<file path="config.mk">
export PLATFORM = sky130hd
export DESIGN_NAME = i2s_stream_tx
export DESIGN_NICKNAME = d
export VERILOG_FILES = /design/src/rtl/i2s_pkg.sv /design/src/rtl/sample_fifo.sv /design/src/rtl/i2s_stream_tx.sv
export SDC_FILE = /design/constraint.sdc
export NUM_CORES = 1
export LEC_CHECK = 0
export CAP_MARGIN = 20
export CORE_UTILIZATION = 50
export DETAILED_ROUTE_END_ITERATION = 16
export HOLD_SLACK_MARGIN = 0.03
export PLACE_DENSITY = 0.69
export SLEW_MARGIN = 30
export SYNTH_ARGS = -nofsm -noshare
export SYNTH_HDL_FRONTEND = slang
export SYNTH_SLANG_ARGS = --single-unit
</file>
<file path="constraint.sdc">
create_clock -name clk_in -period 7.4 [get_ports clk_in]
set_input_delay 1.48 -clock clk_in [delete_from_list [all_inputs] [get_ports clk_in]]
set_output_delay 1.48 -clock clk_in [all_outputs]
set_load 0.05 [all_outputs]
</file>
<file path="src/rtl/i2s_pkg.sv">
// Shared defaults and the stereo frame type for the I2S transmit path.
package i2s_pkg;

    localparam int unsigned I2S_DATA_W     = 16;
    localparam int unsigned I2S_SLOT_W     = 32;
    localparam int unsigned I2S_SCLK_DIV   = 8;
    localparam int unsigned I2S_FIFO_DEPTH = 4;

    // Left sample occupies the upper half when packed.
    typedef struct packed {
        logic [I2S_DATA_W-1:0] l;
        logic [I2S_DATA_W-1:0] r;
    } stereo_frame_t;

endpackage

</file>
<file path="src/rtl/sample_fifo.sv">
// Synchronous FIFO of packed stereo frames; reset drops contents by clearing the pointers.
module sample_fifo
    import i2s_pkg::*;
#(
    parameter int unsigned WIDTH = $bits(stereo_frame_t),
    parameter int unsigned DEPTH = I2S_FIFO_DEPTH
) (
    input  logic                   i_clk,
    input  logic                   i_rst,
    input  logic                   i_push,
    input  logic [WIDTH-1:0]       i_data,
    input  logic                   i_pop,
    output logic [WIDTH-1:0]       o_data,
    output logic                   o_full,
    output logic                   o_empty,
    output logic [$clog2(DEPTH):0] o_level
);

    localparam int unsigned AW = $clog2(DEPTH);
    localparam logic [AW:0] LVL_FULL = (AW + 1)'(DEPTH);

    logic [WIDTH-1:0] r_mem [DEPTH];
    logic [AW-1:0]    r_wptr;
    logic [AW-1:0]    r_rptr;
    logic [AW:0]      r_level;
    logic             w_push;
    logic             w_pop;

    assign o_full  = (r_level == LVL_FULL);
    assign o_empty = (r_level == '0);
    assign w_push  = i_push && !o_full;
    assign w_pop   = i_pop && !o_empty;

    always_ff @(posedge i_clk or posedge i_rst) begin
        if (i_rst) begin
            r_wptr  <= '0;
            r_rptr  <= '0;
            r_level <= '0;
        end else begin
            if (w_push) r_wptr <= r_wptr + 1'b1;
            if (w_pop)  r_rptr <= r_rptr + 1'b1;
            case ({w_push, w_pop})
                2'b10:   r_level <= r_level + 1'b1;
                2'b01:   r_level <= r_level - 1'b1;
                default: r_level <= r_level;
            endcase
        end
    end

    always_ff @(posedge i_clk) begin
        if (w_push) r_mem[r_wptr] <= i_data;
    end

    assign o_data  = r_mem[r_rptr];
    assign o_level = r_level;

endmodule

</file>
<file path="src/rtl/i2s_stream_tx.sv">
// I2S master transmitter: valid/ready frame FIFO, sclk/ws generation and MSB-delayed serialiser.
// Define I2S_TX_HOLD_LAST_EN to resend the last popped frame on underrun instead of silence.
module i2s_stream_tx
    import i2s_pkg::*;
#(
    parameter int unsigned DATA_W     = I2S_DATA_W,
    parameter int unsigned SLOT_W     = I2S_SLOT_W,
    parameter int unsigned SCLK_DIV   = I2S_SCLK_DIV,
    parameter int unsigned FIFO_DEPTH = I2S_FIFO_DEPTH
) (
    input  logic                        clk_in,
    input  logic                        rst_in,
    input  logic                        s_valid,
    output logic                        s_ready,
    input  logic [DATA_W-1:0]           s_data_l,
    input  logic [DATA_W-1:0]           s_data_r,
    output logic                        sclk,
    output logic                        ws,
    output logic                        sd_tx,
    output logic                        underrun,
    output logic [$clog2(FIFO_DEPTH):0] fifo_level
);

    localparam int unsigned HALF       = SCLK_DIV / 2;
    localparam int unsigned FRAME_BITS = 2 * SLOT_W;
    localparam int unsigned DIV_W      = $clog2(SCLK_DIV);
    localparam int unsigned BIT_W      = $clog2(FRAME_BITS);
    localparam int unsigned FW         = 2 * DATA_W;

    logic [DIV_W-1:0]      r_div_cnt;
    logic [DIV_W-1:0]      w_div_d;
    logic [BIT_W-1:0]      r_bit_cnt;
    logic [BIT_W-1:0]      w_bit_d;
    logic                  r_sclk;
    logic                  r_ws;
    logic                  r_sd;
    logic [FRAME_BITS-1:0] r_shift;
    logic [FRAME_BITS-1:0] w_image;
    logic [FW-1:0]         w_fifo_dout;
    logic [FW-1:0]         w_frame;
    logic                  w_full;
    logic                  w_empty;
    logic                  w_div_wrap;
    logic                  w_load;
    logic                  w_pop;

    sample_fifo #(
        .WIDTH (FW),
        .DEPTH (FIFO_DEPTH)
    ) u_fifo (
        .i_clk   (clk_in),
        .i_rst   (rst_in),
        .i_push  (s_valid),
        .i_data  ({s_data_l, s_data_r}),
        .i_pop   (w_pop),
        .o_data  (w_fifo_dout),
        .o_full  (w_full),
        .o_empty (w_empty),
        .o_level (fifo_level)
    );

    assign s_ready    = !w_full;
    assign w_div_wrap = (r_div_cnt == DIV_W'(SCLK_DIV - 1));
    assign w_load     = w_div_wrap && (r_bit_cnt == BIT_W'(FRAME_BITS - 1));
    // Emptiness is sampled before any same-cycle push, so a push on the load cycle waits a frame.
    assign w_pop      = w_load && !w_empty;
    assign underrun   = w_load && w_empty;
    assign w_div_d    = w_div_wrap ? '0 : r_div_cnt + 1'b1;
    assign w_bit_d    = (r_bit_cnt == BIT_W'(FRAME_BITS - 1)) ? '0 : r_bit_cnt + 1'b1;

`ifdef I2S_TX_HOLD_LAST_EN
    logic [FW-1:0] r_last;

    always_ff @(posedge clk_in or posedge rst_in) begin
        if (rst_in) begin
            r_last <= '0;
        end else if (w_pop) begin
            r_last <= w_fifo_dout;
        end
    end

    assign w_frame = w_pop ? w_fifo_dout : r_last;
`else
    assign w_frame = w_pop ? w_fifo_dout : '0;
`endif

    // Slot bit 0 is the I2S one-bit delay; samples follow MSB first, remaining slot bits stay 0.
    always_comb begin
        w_image = '0;
        w_image[FRAME_BITS-2 -: DATA_W] = w_frame[FW-1 -: DATA_W];
        w_image[SLOT_W-2 -: DATA_W]     = w_frame[DATA_W-1:0];
    end

    always_ff @(posedge clk_in or posedge rst_in) begin
        if (rst_in) begin
            r_div_cnt <= '0;
            r_bit_cnt <= '0;
            r_sclk    <= 1'b0;
            r_ws      <= 1'b0;
            r_sd      <= 1'b0;
            r_shift   <= '0;
        end else begin
            r_div_cnt <= w_div_d;
            r_sclk    <= (w_div_d >= DIV_W'(HALF));
            if (w_div_wrap) begin
                r_bit_cnt <= w_bit_d;
                r_ws      <= (w_bit_d >= BIT_W'(SLOT_W));
                if (w_load) begin
                    r_shift <= w_image;
                    r_sd    <= w_image[FRAME_BITS-1];
                end else begin
                    r_shift <= {r_shift[FRAME_BITS-2:0], 1'b0};
                    r_sd    <= r_shift[FRAME_BITS-2];
                end
            end
        end
    end

    assign sclk  = r_sclk;
    assign ws    = r_ws;
    assign sd_tx = r_sd;

endmodule

</file>
Yosys cells after proc, flatten, opt, wreduce, memory -nomap -nowiden --
Memory sizes are Yosys's and may differ from the RTL's. Index checks and enable logic that the tools add are counted.
Cells by class: order comparisons 2, add/sub/neg operators 6, equal/unequal tests 5, mux-type cells 8, reductions and logical operators 9
Operators with widths (count):
- $mux W63 | 1
- $mux W32 | 1
- $add A3 B1 Y3 const B | 2
- $add A6 B1 Y6 const B | 1
- $eq A3 B3 Y1 const B | 2
- $eq A6 B6 Y1 const B | 1
- $ge A6 B6 Y1 const B | 1
- $mux W6 | 1
- $pmux W3 S2 | 1
- $logic_and A1 B1 Y1 | 5
- $add A2 B1 Y2 const B | 2
- $ge A3 B3 Y1 const B | 1
- $logic_not A3 Y1 | 1
- $mux W1 | 3
- $mux W3 | 1
- $sub A3 B1 Y3 const B | 1
- $eq A2 B1 Y1 const B | 1
- $eq A2 B2 Y1 const B | 1
- $logic_not A1 Y1 | 2
- $reduce_bool A2 Y1 | 1
Storage, ports and cells: register bits after elaboration 82, RAM bits 128, logic and storage cells 40, memories 1
Memories:
- u_fifo.r_mem | depth 4, width 32, rd ports 1, clocked after memory_dff 0, write ports 1, line sample_fifo.sv:22 | logic [WIDTH-1:0] r_mem [DEPTH];

Logic depth before layout (Yosys ltp) --
word-level depth 6, depth in mapped cells 11

Hierarchy --
A second synthesis with hierarchy kept.
Unflattened totals: cells, all modules 448, area total of the unflattened synthesis 7905.1 µm²
By module, submodules not included:
- sample_fifo | cells each 206, sequential area each 4018.9 µm², area an instance 5094.9 µm², instances 1
- i2s_stream_tx | cells each 242, sequential area each 1476.4 µm², area an instance 2810.2 µm², instances 1

Worst setup path before layout --
No wires, ideal clock.
path type register -> output, start point register r_div_cnt[2], end point output port underrun, arrival 2276 ps, path buffers 2, stages on the path, launching flop included 7, data required time 5920 ps, path slack 3644 ps, cell sequence dfrtp_1 -> ha_1 -> clkbuf_1 -> and4_1 -> nand2_1 -> clkbuf_1 -> nor2_1
Between the ends: cells in the longest elaborated chain, start to end 3
RTL lines:
- start, declared | line i2s_stream_tx.sv:30 | logic [DIV_W-1:0] r_div_cnt;
- start signal, assigned | line i2s_stream_tx.sv:103 | r_div_cnt <= w_div_d;
- $eq A3 B3 Y1 | line i2s_stream_tx.sv:63 | assign w_div_wrap = (r_div_cnt == DIV_W'(SCLK_DIV - 1));
- $logic_and A1 B1 Y1 | line i2s_stream_tx.sv:64 | assign w_load = w_div_wrap && (r_bit_cnt == BIT_W'(FRAME_BITS - 1));
- $logic_and A1 B1 Y1 | line i2s_stream_tx.sv:67 | assign underrun = w_load && w_empty;
- end, declared | line i2s_stream_tx.sv:20 | output logic underrun,
Every way passes these cells.

Worst setup path in the final report --
start point register r_div_cnt[0], end point output port underrun
The elaborated chain is that of the path after synthesis.

==> flow_metrics.py <==
metrics = {
    "clocking": {
        "cts_htree_levels": 4,
        "cts.clk_slew.worst_paths_ps": 70,
        "cts-resized-gates": 0,
        "post-cts-setup-buffers": 0,
        "cts_sinks": 194,
        "clockBufferDepth": 2,
        "root_buffer": "clkbuf_16",
        "numCtsBuffers": 17,
        "clock_latency_ps": 420,
        "cts_tree": "done",
        "hold_buffers": 0,
    },
    "cells_and_area": {
        "final_nets": 512,
        "fill_cells": 1137,
        "regArea_um2": 5500,
        "drive_gt1_share_pct": 15.4,
        "syn_to_final_growth_pct": 14.6,
        "final_area_um2": 8850,
        "multiInputGateArea_um2": 2020,
        "diodes": 0,
        "stdcell_count": 669,
    },
    "sta": {
        "tightest_slew_ps": 848,
        "finalSetupViolCount": 0,
        "hold_viol": 0,
        "setup_tns_ps": 0,
        "rsz0062_at_grt": "no",
        "finalCritPeriodShare_pct": 66.7,
        "slew_violations": 0,
        "slew_headroom_pct": 43.4,
        "skew_ps": 8.34,
        "fmax_mhz": 203,
        "period_needed_ps": 4930,
    },
    "synthesis": {
        "synth_top_family_by_area": "multiplexers",
        "synth_warnings": 0,
        "ys_seq_elements": 194,
        "synth_area_leaders": "edfxtp_1, dfrtp_1, mux4_2, mux2i_1, a211oi_1",
        "synth_top_cell_area_share_pct": 49.8,
        "synthAdderAreaFrac_pct": 1.56,
        "synth_top_area_cell": "edfxtp_1",
        "synth_cell_types": 34,
        "syn_nets": 472,
        "yosysSeqAreaShare_pct": 71.1,
        "yosys.area_share.simple_pct": 1.72,
        "syn_avg_cell_area_um2": 18.0,
        "synth-compound-area-share_pct": 7.61,
        "synth_xor_area_share_pct": 1.02,
        "synth_cells": 428,
        "synthMuxAreaShare_pct": 14.1,
        "synth_area_um2": 7720,
    },
    "worst_setup_path": {
        "crit_chain": "ha_1, ha_2, buf_4, and4_1, nand2_2, nor2_1, clkdlybuf4s50_1",
        "max_stage_delay_ps": 820,
        "rrSetupSlack_ps": 4390,
        "worst_path_max_delay_cell": "clkdlybuf4s50_1",
        "cp_data_arrival_time_ps": 3450,
        "path_max_fanout": 44,
        "required_ps": 5920,
        "reg2reg_from": "r_div_cnt[0]$_DFF_PP0_",
        "cp-start-kind": "register",
        "crit_path_end_kind": "primary output",
        "path_class": "register to primary output",
        "r2r_cells": 11,
        "r2r_end": "u_fifo.o_level[2]$_DFFE_PP0P_",
    },
    "detailed_routing": {
        "drc": 0,
        "wire_per_inst_um": 19.0,
        "drt_first_pass_iters": 4,
        "drtIter0Drc": 250,
        "viasPerCell": 5.79,
        "ant_nets": 0,
        "routed_wl_mm": 12.7,
        "vias": 3871,
    },
    "grt": {
        "grt_usage_pct": 17.7,
        "grt_max_degree": 67,
        "grt_pass1_vias": 4017,
        "grt_antenna_before_repair": 0,
        "grt_overflow": 0,
        "grt_pass1_wl_mm": 21.1,
    },
    "pwr": {
        "total_power_uw": 2580,
        "leakage_uw": 0.00310,
        "power.density_nw_per_um2": 291,
        "vdd_ir_drop_max_uv": 171,
    },
    "status": {
        "status": "completed",
    },
    "floorplan": {
        "initial_core_util_pct": 51.0,
        "die_w_um": 126,
        "core_area_um2": 15100,
        "die_h_um": 126,
        "rows": 45,
        "dieArea_um2": 15900,
        "pin_count": 43,
    },
    "hold_path": {
        "hold_end": "r_div_cnt[0]$_DFF_PP0_",
        "hold_start": "r_div_cnt[0]$_DFF_PP0_",
        "whs_path_depth": 1,
        "hold_class": "register to register",
    },
    "placed_design": {
        "place_inst": 637,
        "placed_area_um2": 8270,
        "place.gp.congestion": 0.687,
        "io_buffers": 42,
        "place_hpwl_mm": 7.36,
    },
    "flow_run": {
        "maxCapViolations": 0,
    },
}
## flip-flops by register name, summed over array words and instances, names as in the netlist
name            count
u_fifo.r_mem      128
u_fifo.o_level      3
r_bit_cnt           6
ws                  1
r_div_cnt           3
r_shift            48
u_fifo.r_wptr       2
sd_tx               1
u_fifo.r_rptr       2
## kinds of logic (layout without fill, tap and decap cells)
kind of cell	count (synthesis)	in the layout
flops	194	194
mux	67	67
simple gates	23	23
xor+xnor	9	9
buf+inv	40	93
compound gates	86	86
fa+ha+maj	9	9
## per-stage QoR
step | setup slack [ps] | hold slack, ps | util [%]
floorplan | 3640 | 403 | -
global placement | 2620 | 413 | 54.6
CTS | 2070 | 431 | 58.4
finish | 2470 | 429 | 58.5
global route | 2260 | 460 | 58.5
detailed placement | 2540 | 420 | 54.6
## worst max path at each step
stage	start	to	slack, ps	depth (start not counted)
floorplan	r_div_cnt[2]$_DFF_PP0_	underrun	3640	6
global placement	r_div_cnt[0]$_DFF_PP0_	underrun	2620	7
detailed placement	r_div_cnt[0]$_DFF_PP0_	underrun	2540	7
CTS	r_div_cnt[0]$_DFF_PP0_	underrun	2070	7
global route	r_div_cnt[0]$_DFF_PP0_	underrun	2260	7
finish	r_div_cnt[0]$_DFF_PP0_	underrun	2470	7
## critical path: cells and delay by family, from the launching register on
kind / cells / cell delay (ps)
buffers and inverters: 2 / 1320
adder cells (fa/ha/maj): 2 / 320
AND/OR/NAND/NOR: 3 / 1020
flip-flops: 1 / 350
## Yosys cell counts
library cell	count
and2_1	2
buf_6	1
mux2_2	2
a21o_1	1
xnor2_1	5
clkbuf_1	14
ha_1	8
a21oi_1	32
nand3_1	1
fa_1	1
edfxtp_1	128
nand2_1	4
and4_1	2
nor2_1	3
o21ai_0	1
or3b_1	1
mux4_2	28
a22o_1	18
and3_1	5
xor2_1	4
a211oi_1	31
buf_2	10
clkbuf_2	1
nand4_1	4
buf_1	1
o221ai_1	2
mux2i_1	33
or3_1	1
clkinv_1	1
inv_1	9
o21a_1	1
buf_12	3
dfrtp_1	66
mux4_1	4
## cells in the final DEF, fill, tap and decap left out, types with 2 or more instances in the layout
cell | Yosys | final
edfxtp_1 | 128 | 128
dfrtp_1 | 66 | 64
clkdlybuf4s50_1 | 0 | 42
mux2i_1 | 33 | 33
a21oi_1 | 32 | 32
a211oi_1 | 31 | 31
mux4_2 | 28 | 28
a22o_1 | 18 | 18
clkbuf_16 | 0 | 17
buf_4 | 0 | 9
inv_1 | 9 | 8
ha_1 | 8 | 7
and3_1 | 5 | 5
xnor2_1 | 5 | 5
nand4_1 | 4 | 4
xor2_1 | 4 | 4
mux4_1 | 4 | 4
inv_8 | 0 | 4
nor2_1 | 3 | 3
inv_6 | 0 | 3
and4_1 | 2 | 2
and2_1 | 2 | 2
nand2_2 | 0 | 2
clkinv_1 | 1 | 2
nand2_1 | 4 | 2
mux2_2 | 2 | 2
o221ai_1 | 2 | 2
clkbuf_1 | 14 | 2
clkinv_4 | 0 | 2
dfrtp_2 | 0 | 2
## metal layers
layer / share of wire (%) / wire length (um) / track usage, %
met5: 0 / 0 / 0
met4: 1.8 / 228 / 7.44
met3: 3.5 / 448 / 4.59
met2: 51 / 6480 / 28.8
met1: 44 / 5580 / 22.8
## report_power, final
part           internal (uW)  total, uW  leakage (uW)  switching (uW)
clock                    479        890      0.000281             411
combinational            107        318      0.000757             211
sequential              1330       1370       0.00207            37.9
## final cells by class
type,count,area share (%)
Timing Repair Buffer,51,5.51
Inverter,10,0.424
Multi-Input combinational cell,194,22.8
Clock buffer,19,4.89
Clock inverter,13,1.65
Tap cell,188,2.66
Sequential cell,194,62.1
(Power assumes the default switching activity.)
